===== src/rtl/bitfusion_psum_accum_if.sv =====
// Handshake bundle for the partial-sum accumulator.
// master: start/acc_len, psum stream, out_ready; slave: result side.
interface bitfusion_psum_accum_if #(
   parameter int PSUM_W = 16,
   parameter int ACC_W  = 32,
   parameter int LEN_W  = 8
);
   logic                     start;
   logic [LEN_W-1:0]         acc_len;
   logic signed [PSUM_W-1:0] psum;
   logic                     psum_valid;
   logic                     out_ready;
   logic signed [ACC_W-1:0]  acc_out;
   logic                     acc_valid;
   logic                     busy;
   logic                     overflow;

   modport master (
      output start, acc_len, psum, psum_valid, out_ready,
      input  acc_out, acc_valid, busy, overflow
   );

   modport slave (
      input  start, acc_len, psum, psum_valid, out_ready,
      output acc_out, acc_valid, busy, overflow
   );
endinterface


===== src/rtl/bitfusion_psum_accum.sv =====
// Sums acc_len signed partial sums per run; result via valid/ready.
// Ports: clk, rst (async, active-high), bus (slave side of the if:
//   start/acc_len/psum/psum_valid/out_ready in, acc_out/acc_valid/
//   busy/overflow out). Define PSUM_ACC_SAT_EN for saturating sums
//   with a sticky overflow flag; otherwise sums wrap, overflow = 0.
module bitfusion_psum_accum #(
   parameter int PSUM_W = 16,
   parameter int ACC_W  = 32,
   parameter int LEN_W  = 8
) (
   input  logic clk,
   input  logic rst,
   bitfusion_psum_accum_if.slave bus
);
   typedef enum logic [1:0] {IDLE, ACCUM, HOLD} state_t;

   state_t                  state_q, state_d;
   logic signed [ACC_W-1:0] acc_q, acc_d, acc_add, psum_ext;
   logic [LEN_W-1:0]        cnt_q, cnt_d, len_q, len_d;
   logic                    ovf_q, ovf_d, ovf_hit;

   assign psum_ext = ACC_W'(bus.psum);

`ifdef PSUM_ACC_SAT_EN
   localparam logic signed [ACC_W-1:0] ACC_MAX = {1'b0, {(ACC_W-1){1'b1}}};
   localparam logic signed [ACC_W-1:0] ACC_MIN = {1'b1, {(ACC_W-1){1'b0}}};
   logic [ACC_W:0] sum_wide;

   // One extra bit: top two bits differ exactly when the sum left range.
   always_comb begin
      sum_wide = {acc_q[ACC_W-1], acc_q} + {psum_ext[ACC_W-1], psum_ext};
      ovf_hit  = sum_wide[ACC_W] ^ sum_wide[ACC_W-1];
      if (!ovf_hit)
         acc_add = sum_wide[ACC_W-1:0];
      else if (sum_wide[ACC_W])
         acc_add = ACC_MIN;
      else
         acc_add = ACC_MAX;
   end
`else
   assign acc_add = acc_q + psum_ext;
   assign ovf_hit = 1'b0;
`endif

   always_comb begin
      state_d = state_q;
      acc_d   = acc_q;
      cnt_d   = cnt_q;
      len_d   = len_q;
      ovf_d   = ovf_q;
      unique case (state_q)
         IDLE: begin
            if (bus.start) begin
               acc_d   = '0;
               cnt_d   = '0;
               ovf_d   = 1'b0;
               len_d   = bus.acc_len;
               state_d = (bus.acc_len == '0) ? HOLD : ACCUM;
            end
         end
         ACCUM: begin
            if (bus.psum_valid) begin
               acc_d = acc_add;
               ovf_d = ovf_q | ovf_hit;
               cnt_d = cnt_q + LEN_W'(1);
               if (cnt_q == len_q - LEN_W'(1))
                  state_d = HOLD;
            end
         end
         HOLD: begin
            if (bus.out_ready)
               state_d = IDLE;
         end
         default: state_d = IDLE;
      endcase
   end

   always_ff @(posedge clk or posedge rst) begin
      if (rst) begin
         state_q <= IDLE;
         acc_q   <= '0;
         cnt_q   <= '0;
         len_q   <= '0;
         ovf_q   <= 1'b0;
      end else begin
         state_q <= state_d;
         acc_q   <= acc_d;
         cnt_q   <= cnt_d;
         len_q   <= len_d;
         ovf_q   <= ovf_d;
      end
   end

   assign bus.acc_out   = acc_q;
   assign bus.acc_valid = (state_q == HOLD);
   assign bus.busy      = (state_q != IDLE);
   assign bus.overflow  = ovf_q;
endmodule

===== src/flat_wrapper.sv =====
// flat-port wrapper written by rule: the top's interface ports become plain ports
module bitfusion_psum_accum_flat 
#(
   parameter int PSUM_W = 16,
   parameter int ACC_W  = 32,
   parameter int LEN_W  = 8
)
  (clk, rst, bus_start, bus_acc_len, bus_psum, bus_psum_valid, bus_out_ready, bus_acc_out, bus_acc_valid, bus_busy, bus_overflow);
  bitfusion_psum_accum_if #(.PSUM_W(PSUM_W), .ACC_W(ACC_W), .LEN_W(LEN_W)) bus_i ();
  input  logic clk;
  input  logic rst;
  input wire logic [$bits(bus_i.start)-1:0] bus_start;
  input wire logic [$bits(bus_i.acc_len)-1:0] bus_acc_len;
  input wire logic [$bits(bus_i.psum)-1:0] bus_psum;
  input wire logic [$bits(bus_i.psum_valid)-1:0] bus_psum_valid;
  input wire logic [$bits(bus_i.out_ready)-1:0] bus_out_ready;
  output wire logic [$bits(bus_i.acc_out)-1:0] bus_acc_out;
  output wire logic [$bits(bus_i.acc_valid)-1:0] bus_acc_valid;
  output wire logic [$bits(bus_i.busy)-1:0] bus_busy;
  output wire logic [$bits(bus_i.overflow)-1:0] bus_overflow;
  assign bus_i.start = bus_start;
  assign bus_i.acc_len = bus_acc_len;
  assign bus_i.psum = bus_psum;
  assign bus_i.psum_valid = bus_psum_valid;
  assign bus_i.out_ready = bus_out_ready;
  assign bus_acc_out = bus_i.acc_out;
  assign bus_acc_valid = bus_i.acc_valid;
  assign bus_busy = bus_i.busy;
  assign bus_overflow = bus_i.overflow;
  bitfusion_psum_accum #(.PSUM_W(PSUM_W), .ACC_W(ACC_W), .LEN_W(LEN_W)) u_core (.clk(clk), .rst(rst), .bus(bus_i));
endmodule

===== config.mk =====
export PLATFORM = sky130hd
export DESIGN_NAME = bitfusion_psum_accum_flat
export DESIGN_NICKNAME = d
export VERILOG_FILES = /design/src/rtl/bitfusion_psum_accum_if.sv /design/src/rtl/bitfusion_psum_accum.sv /design/src/flat_wrapper.sv
export SDC_FILE = /design/constraint.sdc
export NUM_CORES = 1
export LEC_CHECK = 0
export BUFFER_PORTS_ARGS = -buffer_cell sky130_fd_sc_hd__buf_2
export CAP_MARGIN = 20
export CORE_MARGIN = 5
export CORE_UTILIZATION = 45
export DETAILED_ROUTE_END_ITERATION = 8
export PLACE_DENSITY = 0.72
export SETUP_SLACK_MARGIN = 0.05
export SLEW_MARGIN = 40
export SYNTH_ARGS = -nofsm -noshare
export SYNTH_HDL_FRONTEND = slang
export SYNTH_SLANG_ARGS = --single-unit
export TNS_END_PERCENT = 30

===== constraint.sdc =====
create_clock -name clk -period 2.3 [get_ports clk]
set_input_delay 0.345 -clock clk [delete_from_list [all_inputs] [get_ports clk]]
set_output_delay 0.345 -clock clk [all_outputs]
set_load 0.01 [all_outputs]

==> impl_results.md, run 1 <==
* Critical Path Start: u_core.bus.acc_out[0]
* Clock share of power at 8.4%
* Remaining Overflow, GRT at 0
* CP max-delay cell: or4_4
* Endpoints failing setup at 13
* Pre-CTS setup slack at -0.312 ns
* Post-Route WL at 12.7 mm
* Worst min path class: input pin to async pin
* Layout cells sized above 1 at 39.8%
* Max clock buf depth at 2
* WS Path Type: register to register
* Sequential fraction of design power at 21.9%
* Async SR Flop Fraction at 100%
* Crit path largest cell delay at 0.49 ns
* Worst Max-Slew Pin Slew at 0.829 ns
* IO buf count at 62
* DP HPWL at 8.91 mm
* Final hold slack at between 0.04 and 0.05 ns
* Post-Layout Inst Area at roughly 0.0057 mm²
* Worst setup path end: u_core.bus.acc_out[28]
* Violated checks: setup timing
* Final worst path period share at 113%
* CTS root buf: clkbuf_8
* Crit-path leading delay family: simple AND/OR/NAND/NOR gates
* RSZ-0062 raised after global routing: true
* CORE AREA at 0.00868 mm²
* Worst EP arrival at 2.84 ns
* Tot Pwr at 7.06 mW
* Synth Net Count at 538
* Area after DPL at 0.00512 mm²
* Layout Nets at around 700
* Clock sinks at 50
* CP bufs+invs at 1
* Global-route wire length before repair at 20.0 mm
* Switching Share at 46.0%
* Drt via density at 5.77
* Crit path depth at 10
* Syn Area/Cell at about 8.4 µm²
* Synth area leaders: dfrtp_1 (31%), ha_1 (10%), nand2_1 (5.9%)
* CTS tree: yes
* Area growth syn-to-layout at 42.1%
* Max-Cap Viols at 0
* Cell Chain, Critical Path: ha_2 -> inv_2 -> fa_2 -> and2b_2 -> o2111ai_4 -> a21oi_2 -> a21boi_2 -> or4_4 -> and3b_1 -> o31ai_2
* Final instance count without filler cells at 749
* Top_reg_cell synth: dfrtp_1
* Initial antenna violation count at 0
* Worst-Skew Late Latency at 0.32 ns
* Library cells used by synthesis at 62
* Die Height at 104 µm
* Post-Synthesis Cells at approximately 480
* Fin. Hold Viols at 0
* Antenna viol nets, final at 0
* Row Count at 34
* EDFF count, synth at 0
* Syn Std Cell Area at 0.00399 mm²
* Crit-path max FO at 2
* Power Internal at 3.81 mW
* RePlAce Congestion at 0.921
* Pre-antenna DRT Iters at 5
* Achievable Freq at 0.384 GHz
* GRT Overall Usage at roughly 22%
* Boundary pin count at 64
* H-tree depth at 2
* CP required at around 2.5 ns
* Wire length per cell at 16.9 µm
* Yosys top cell area share at roughly a third
* Number of diodes at 0
* Placed Instances at approximately 730
* Yosys reg bits at 50
* Crit path launch type: register
* Initial drt markers at 266
* # DRC at 0
* Pleak at about 2.7 nW
* Vias in the first global route at between 4000 and 5000
* Min cycle time layout at 2.60 ns
* Largest net degree at the start of global routing at 31
* Synth Warn # at 0
* Reg2Reg Setup Slack at -0.30 ns
* Slew headroom at 44.7%
* Comb pwr share at 69.8%
* Final Skew at 0.0108 ns
* Die area at roughly 0.011 mm²
* Worst r2r src: u_core.bus.acc_out[0]
* Register area share after synthesis at 31.3%
* R2r worst-path depth at 10
* Most numerous cell in the Yosys netlist: nand2_1
* Reg2Reg Capture Point: u_core.bus.acc_out[28]
* Die X at 104 µm
* Sw Pwr at approximately 3.2 mW
* Fin worst setup slack at -0.302 ns
* Pwr Density at 1240 mW/mm²
* Max IR drop VDD at 0.877 mV
* Max-slew violation count at 0
* Post-synth top cells: nand2_1 (63), dfrtp_1 (50), o21ai_0 (39), a21oi_1 (37), ha_1 (33)
* Initial core utilization at 46.0%
* Number of CTS-inserted buffers at 5
* Crit. End Element: register
* Outcome: finished with violations
* Routed via count at 4323
* CTS clk-pin slew, worst paths at 0.11 ns
* Synth area leader: dfrtp_1
[layout by cell type (no fill, tap or decap), types with 3 or more instances in the layout]
master,count
inv_1,11
nor2_2,3
nor3_1,6
nor2_1,28
and3_1,4
nand3_1,8
a21oi_1,24
o31ai_4,3
dfrtp_1,50
o21ai_0,34
nand2_2,3
clkbuf_8,5
mux2i_1,4
buf_4,118
ha_4,8
o21ai_1,15
a21o_1,8
xor2_1,18
a22o_1,4
o21bai_1,4
o211ai_1,8
o21a_1,6
nand2_1,60
or2_2,3
buf_2,62
nand4_1,13
a21oi_2,12
ha_1,24
nand2b_1,7
mux2_2,6
nand3b_1,3
xnor2_1,20
[cell type report]
cell class	instances	area (µm²)
inverters	13	50.0
clock inverters	3	28.8
clock buffers	5	68.8
well taps	108	135
flip-flops and latches	50	1250
multi-input cells	389	2930
fillers	701	3010
repair buffers	181	1210
[worst min path at each step]
stage | cells after the start | startpoint | slack, ns | to
finish | 2 | rst | 0.05 | u_core.bus.acc_out[24]
global route | 2 | rst | 0.11 | u_core.bus.acc_out[18]
CTS | 2 | rst | 0.16 | u_core.bus.acc_out[19]
detailed placement | 2 | u_core.bus.acc_out[8] | 0.50 | u_core.bus.acc_out[8]
global placement | 2 | rst | 0.49 | u_core.bus.acc_out[25]
floorplan | 2 | bus_acc_len[0] | 0.46 | u_core.len_q[0]
[registers in the layout, indices dropped and copies added, names as in the netlist]
name / count
u_core.bus.acc_out: 32
u_core.cnt_q: 8
u_core.len_q: 8
u_core.state_q: 2
[stage by stage]
stage	setup TNS (ns)	utilization, %
finish	-1.17	65.4
global route	-2.64	65.4
CTS	-0.881	61.8
detailed placement	-2.71	59.0
global placement	-2.05	59.0
floorplan	-0.352	-
[repair_timing]
action | 4_1_cts | 5_1_grt
gates resized for setup | 16 | 42
setup buffers | 6 | 9
pin swaps | 16 | 24
gates cloned | 0 | 0
setup endpoints to repair | 14 | 22
hold buffers | 0 | 0
[worst register-to-register path, cell delays in order, from the launching register on]
cell and delay [ns]:
dfrtp_1 0.37, ha_2 0.19, inv_2 0.04, fa_2 0.33
and2b_2 0.26, o2111ai_4 0.15, a21oi_2 0.22, a21boi_2 0.09
or4_4 0.49, and3b_1 0.19, o31ai_2 0.18
[metal layers]
metal  up-vias  GRT usage, %  part of all wire (%)
met2       156          38.8                    51
li1       2040             -                     -
met5         -             0                     0
met4         0          4.81                   2.1
met3        30          3.29                   5.6
met1      2097          27.3                    41
[power by group through the flow]
stage	Clock [mW]	Sequential [mW]	Combinational, mW
3_5_place_dp	0	1.52	4.29
5_1_grt	0.644	1.59	5.39
4_1_cts	0.609	1.52	4.46
2_1_floorplan	0	1.58	2.46
6_report	0.591	1.54	4.93
3_3_place_gp	0	1.50	4.17
[logic make-up (layout without fill, tap and decap cells)]
kind of cell	after synthesis	in the layout	synth area share (%)
other cells	1	1	0.0940
buf+inv	36	202	3.76
fa+ha+maj	34	34	10.8
simple gates	156	156	18.8
xor+xnor	39	39	8.56
flops	50	50	31.3
mux	10	10	2.70
compound gates	149	149	23.9
Note: power is estimated with default switching activity, not from simulation.
==> run 2, diff against run 1 <==
--- a/config.mk
+++ b/config.mk
@@ -10,7 +10,8 @@
 export CORE_MARGIN = 5
 export CORE_UTILIZATION = 45
 export DETAILED_ROUTE_END_ITERATION = 8
-export PLACE_DENSITY = 0.72
+export PLACE_DENSITY = 0.76
+export RECOVER_POWER = 25
 export SETUP_SLACK_MARGIN = 0.05
 export SLEW_MARGIN = 40
 export SYNTH_ARGS = -nofsm -noshare
==> run 2 against run 1 <==
The flow still finishes with violations (setup timing). Final area shrank 1.9%. Power decreased by 1.1%. Clock skew shrank 0.0053 ns. First-iteration DRC count decreased by 0.38%. Routed wire length fell by 3.2%. Clock power rose by 14%. Global-route usage fell by 0.19 points. Die area unchanged. Critical path type unchanged. Setup slack improved by 0.061 ns. Sequential share of layout area increased by 0.43 points. Worst hold slack better by 0.18 ns. Sequential power about the same.
==> impl_results.md, run 2 (synthesis results as in run 1) <==
* Antenna viol nets, final at 0 (unchanged)
* Switching Share at 45.3% (was 46.0%)
* Die area at 0.0109 mm² (unchanged)
* Area after DPL at 0.00505 mm² (was 0.00512 mm²)
* RePlAce Congestion at 0.922 (was 0.921)
* Sequential fraction of design power at 22.5% (was 21.9%)
* Drt via density at 5.77 (about the same)
* Reg2Reg Setup Slack at -0.24 ns (was -0.30 ns)
* Final instance count without filler cells at 733 (was 749)
* Global-route wire length before repair at 19.8 mm (was 20.0 mm)
* H-tree depth at 2 (unchanged)
* Commonest cells after routing, fill and taps aside: buf_4 (102), nand2_1 (62), buf_2 (62) (was buf_4 (118), buf_2 (62), nand2_1 (60))
* Number of CTS-inserted buffers at 5 (unchanged)
* Max IR drop VDD at 0.750 mV (was 0.877 mV)
* Vias in the first global route at 4203 (was 4333)
* Layout Nets at 687 (was 703)
* Max-slew violation count at 0 (unchanged)
* Achievable Freq at 0.394 GHz (was 0.384 GHz)
* WS Path Type: register to register (unchanged)
* Initial core utilization at 46.0% (unchanged)
* R2r worst-path depth at 10 (unchanged)
* Endpoints failing setup at 10 (was 13)
* Pleak at 2.56 nW (was 2.66 nW)
* Number of diodes at 0 (unchanged)
* Fin. Hold Viols at 0 (unchanged)
* Pwr Density at 1250 mW/mm² (was 1240 mW/mm²)
* Worst min path class: input pin to async pin (unchanged)
* Met3 GRT Util at 3.54% (was 3.29%)
* Most used routing layer: met2 (unchanged)
* CP required at 2.54 ns (was 2.53 ns)
* Initial drt markers at 265 (was 266)
* Initial antenna violation count at 0 (unchanged)
* Most common cell after layout, fill and taps aside: buf_4 (unchanged)
* Max clock buf depth at 2 (unchanged)
* Post-Layout Inst Area at 0.00556 mm² (was 0.00567 mm²)
* Worst EP arrival at 2.78 ns (was 2.84 ns)
* Routed via count at 4230 (was 4323)
* CTS clk-pin slew, worst paths at 0.10 ns (was 0.11 ns)
* CORE AREA at 0.00868 mm² (unchanged)
* Comb pwr share at 67.9% (was 69.8%)
* Slew headroom at 34.9% (was 44.7%)
* Max-Cap Viols at 0 (unchanged)
* Post-Route WL at 12.3 mm (was 12.7 mm)
* Remaining Overflow, GRT at 0 (unchanged)
* Final hold slack at 0.232 ns (was 0.0475 ns)
* Crit path launch type: register (unchanged)
* Die X at 104 µm (unchanged)
* Violated checks: setup timing (unchanged)
* Fin worst setup slack at -0.241 ns (was -0.302 ns)
* Min cycle time layout at 2.54 ns (was 2.60 ns)
* Clock share of power at 9.7% (was 8.4%)
* Power Internal at 3.82 mW (was 3.81 mW)
* # DRC at 0 (unchanged)
* Wire length per cell at 16.7 µm (was 16.9 µm)
* Max reg flops at 32 (unchanged)
* Die Height at 104 µm (unchanged)
* Total negative slack at -0.734 ns (was -1.17 ns)
* Final worst path period share at 110% (was 113%)
* Row Count at 34 (unchanged)
* Outcome: finished with violations (unchanged)
* Worst-Skew Late Latency at 0.32 ns (about the same)
* Placed Instances at 714 (was 726)
* Clock sinks at 50 (unchanged)
* RSZ-0062 raised after global routing: true (unchanged)
* Pre-antenna DRT Iters at 5 (unchanged)
* Layout cells sized above 1 at 37.4% (was 39.8%)
* Area growth syn-to-layout at 39.4% (was 42.1%)
* GRT Overall Usage at 21.4% (was 21.6%)
* Worst r2r src: u_core.bus.acc_out[0] (unchanged)
* Crit. End Element: register (unchanged)
* IO buf count at 62 (unchanged)
* CTS root buf: clkbuf_8 (unchanged)
* Sw Pwr at 3.16 mW (was 3.25 mW)
* Layout Utilization at 64.1% (was 65.4%)
* CTS tree: yes (unchanged)
* GRT met2 Usage at 37.8% (was 38.8%)
* Worst Max-Slew Pin Slew at 0.975 ns (was 0.829 ns)
* Tot Pwr at 6.98 mW (was 7.06 mW)
* DP HPWL at 8.86 mm (was 8.91 mm)
* Pre-CTS setup slack at -0.312 ns (about the same)
* Reg2Reg Capture Point: u_core.bus.acc_out[28] (unchanged)
* Largest net degree at the start of global routing at 30 (was 31)
* Boundary pin count at 64 (unchanged)
* Final Skew at 0.00555 ns (was 0.0108 ns)
* Met1 Resource Use GR at 27.2% (was 27.3%)
* Crit-path max FO at 2 (unchanged)
## run 2: cell types whose count changed in the layout (fill, tap and decap cells not counted), sizes merged
cell / previous run / this run
inv: 13 / 15
clkinv: 3 / 0
clkbuf: 5 / 6
bufinv: 0 / 1
buf: 181 / 164
## run 2: power by group through the flow
stage | registers, mW | clock network (mW) | logic (mW)
detailed placement | 1.53 | 0 | 4.23
floorplan | 1.58 | 0 | 2.46
CTS | 1.53 | 0.697 | 4.46
global placement | 1.51 | 0 | 4.10
global route | 1.61 | 0.727 | 5.17
finish | 1.57 | 0.675 | 4.74
## run 2: layout make-up
cell class,count,area (µm²)
Timing Repair Buffer,165,1080
Clock buffer,5,68.8
Tap cell,108,135
Clock inverter,3,47.5
Fill cell,703,3110
Inverter,13,48.8
Multi-Input combinational cell,389,2930
Sequential cell,50,1250
## run 2: routing by layer
| layer | share of wire, % | routed length (µm) |
|---|---|---|
| met1 | 41 | 5080 |
| met2 | 51 | 6230 |
| met3 | 5.7 | 701 |
| met4 | 2.0 | 251 |
| met5 | 0 | 0 |
## run 2: how the worst max path moves through the flow
| stage | slack, ns | cells after the start | start | endpoint |
|---|---|---|---|---|
| 6_report | -0.24 | 10 | u_core.bus.acc_out[0] | u_core.bus.acc_out[28] |
| 5_1_grt | -0.33 | 10 | u_core.bus.acc_out[0] | u_core.bus.acc_out[28] |
| 4_1_cts | -0.24 | 10 | u_core.bus.acc_out[0] | u_core.bus.acc_out[28] |
| 3_5_place_dp | -0.31 | 11 | bus_psum[0] | u_core.bus.acc_out[28] |
| 3_3_place_gp | -0.26 | 11 | bus_psum[0] | u_core.bus.acc_out[28] |
| 2_1_floorplan | -0.25 | 10 | u_core.bus.acc_out[0] | u_core.bus.acc_out[28] |
## run 2: critical path, cell delays in order (launching register included)
cell and delay [ns]:
dfrtp_1 0.41, ha_4 0.15, inv_2 0.03, fa_2 0.34, and2b_2 0.26, o2111ai_4 0.12, a21oi_2 0.22, a21boi_2 0.08
or4_1 0.49, and3b_1 0.19, o31ai_2 0.16
## run 2: repair_timing
| item | 4_1_cts | 5_1_grt |
|---|---|---|
| setup buffers | 8 | 4 |
| resized for setup | 25 | 28 |
| endpoints found under the setup margin | 16 | 23 |
| hold buffers | 0 | 0 |
| pin swaps | 22 | 21 |
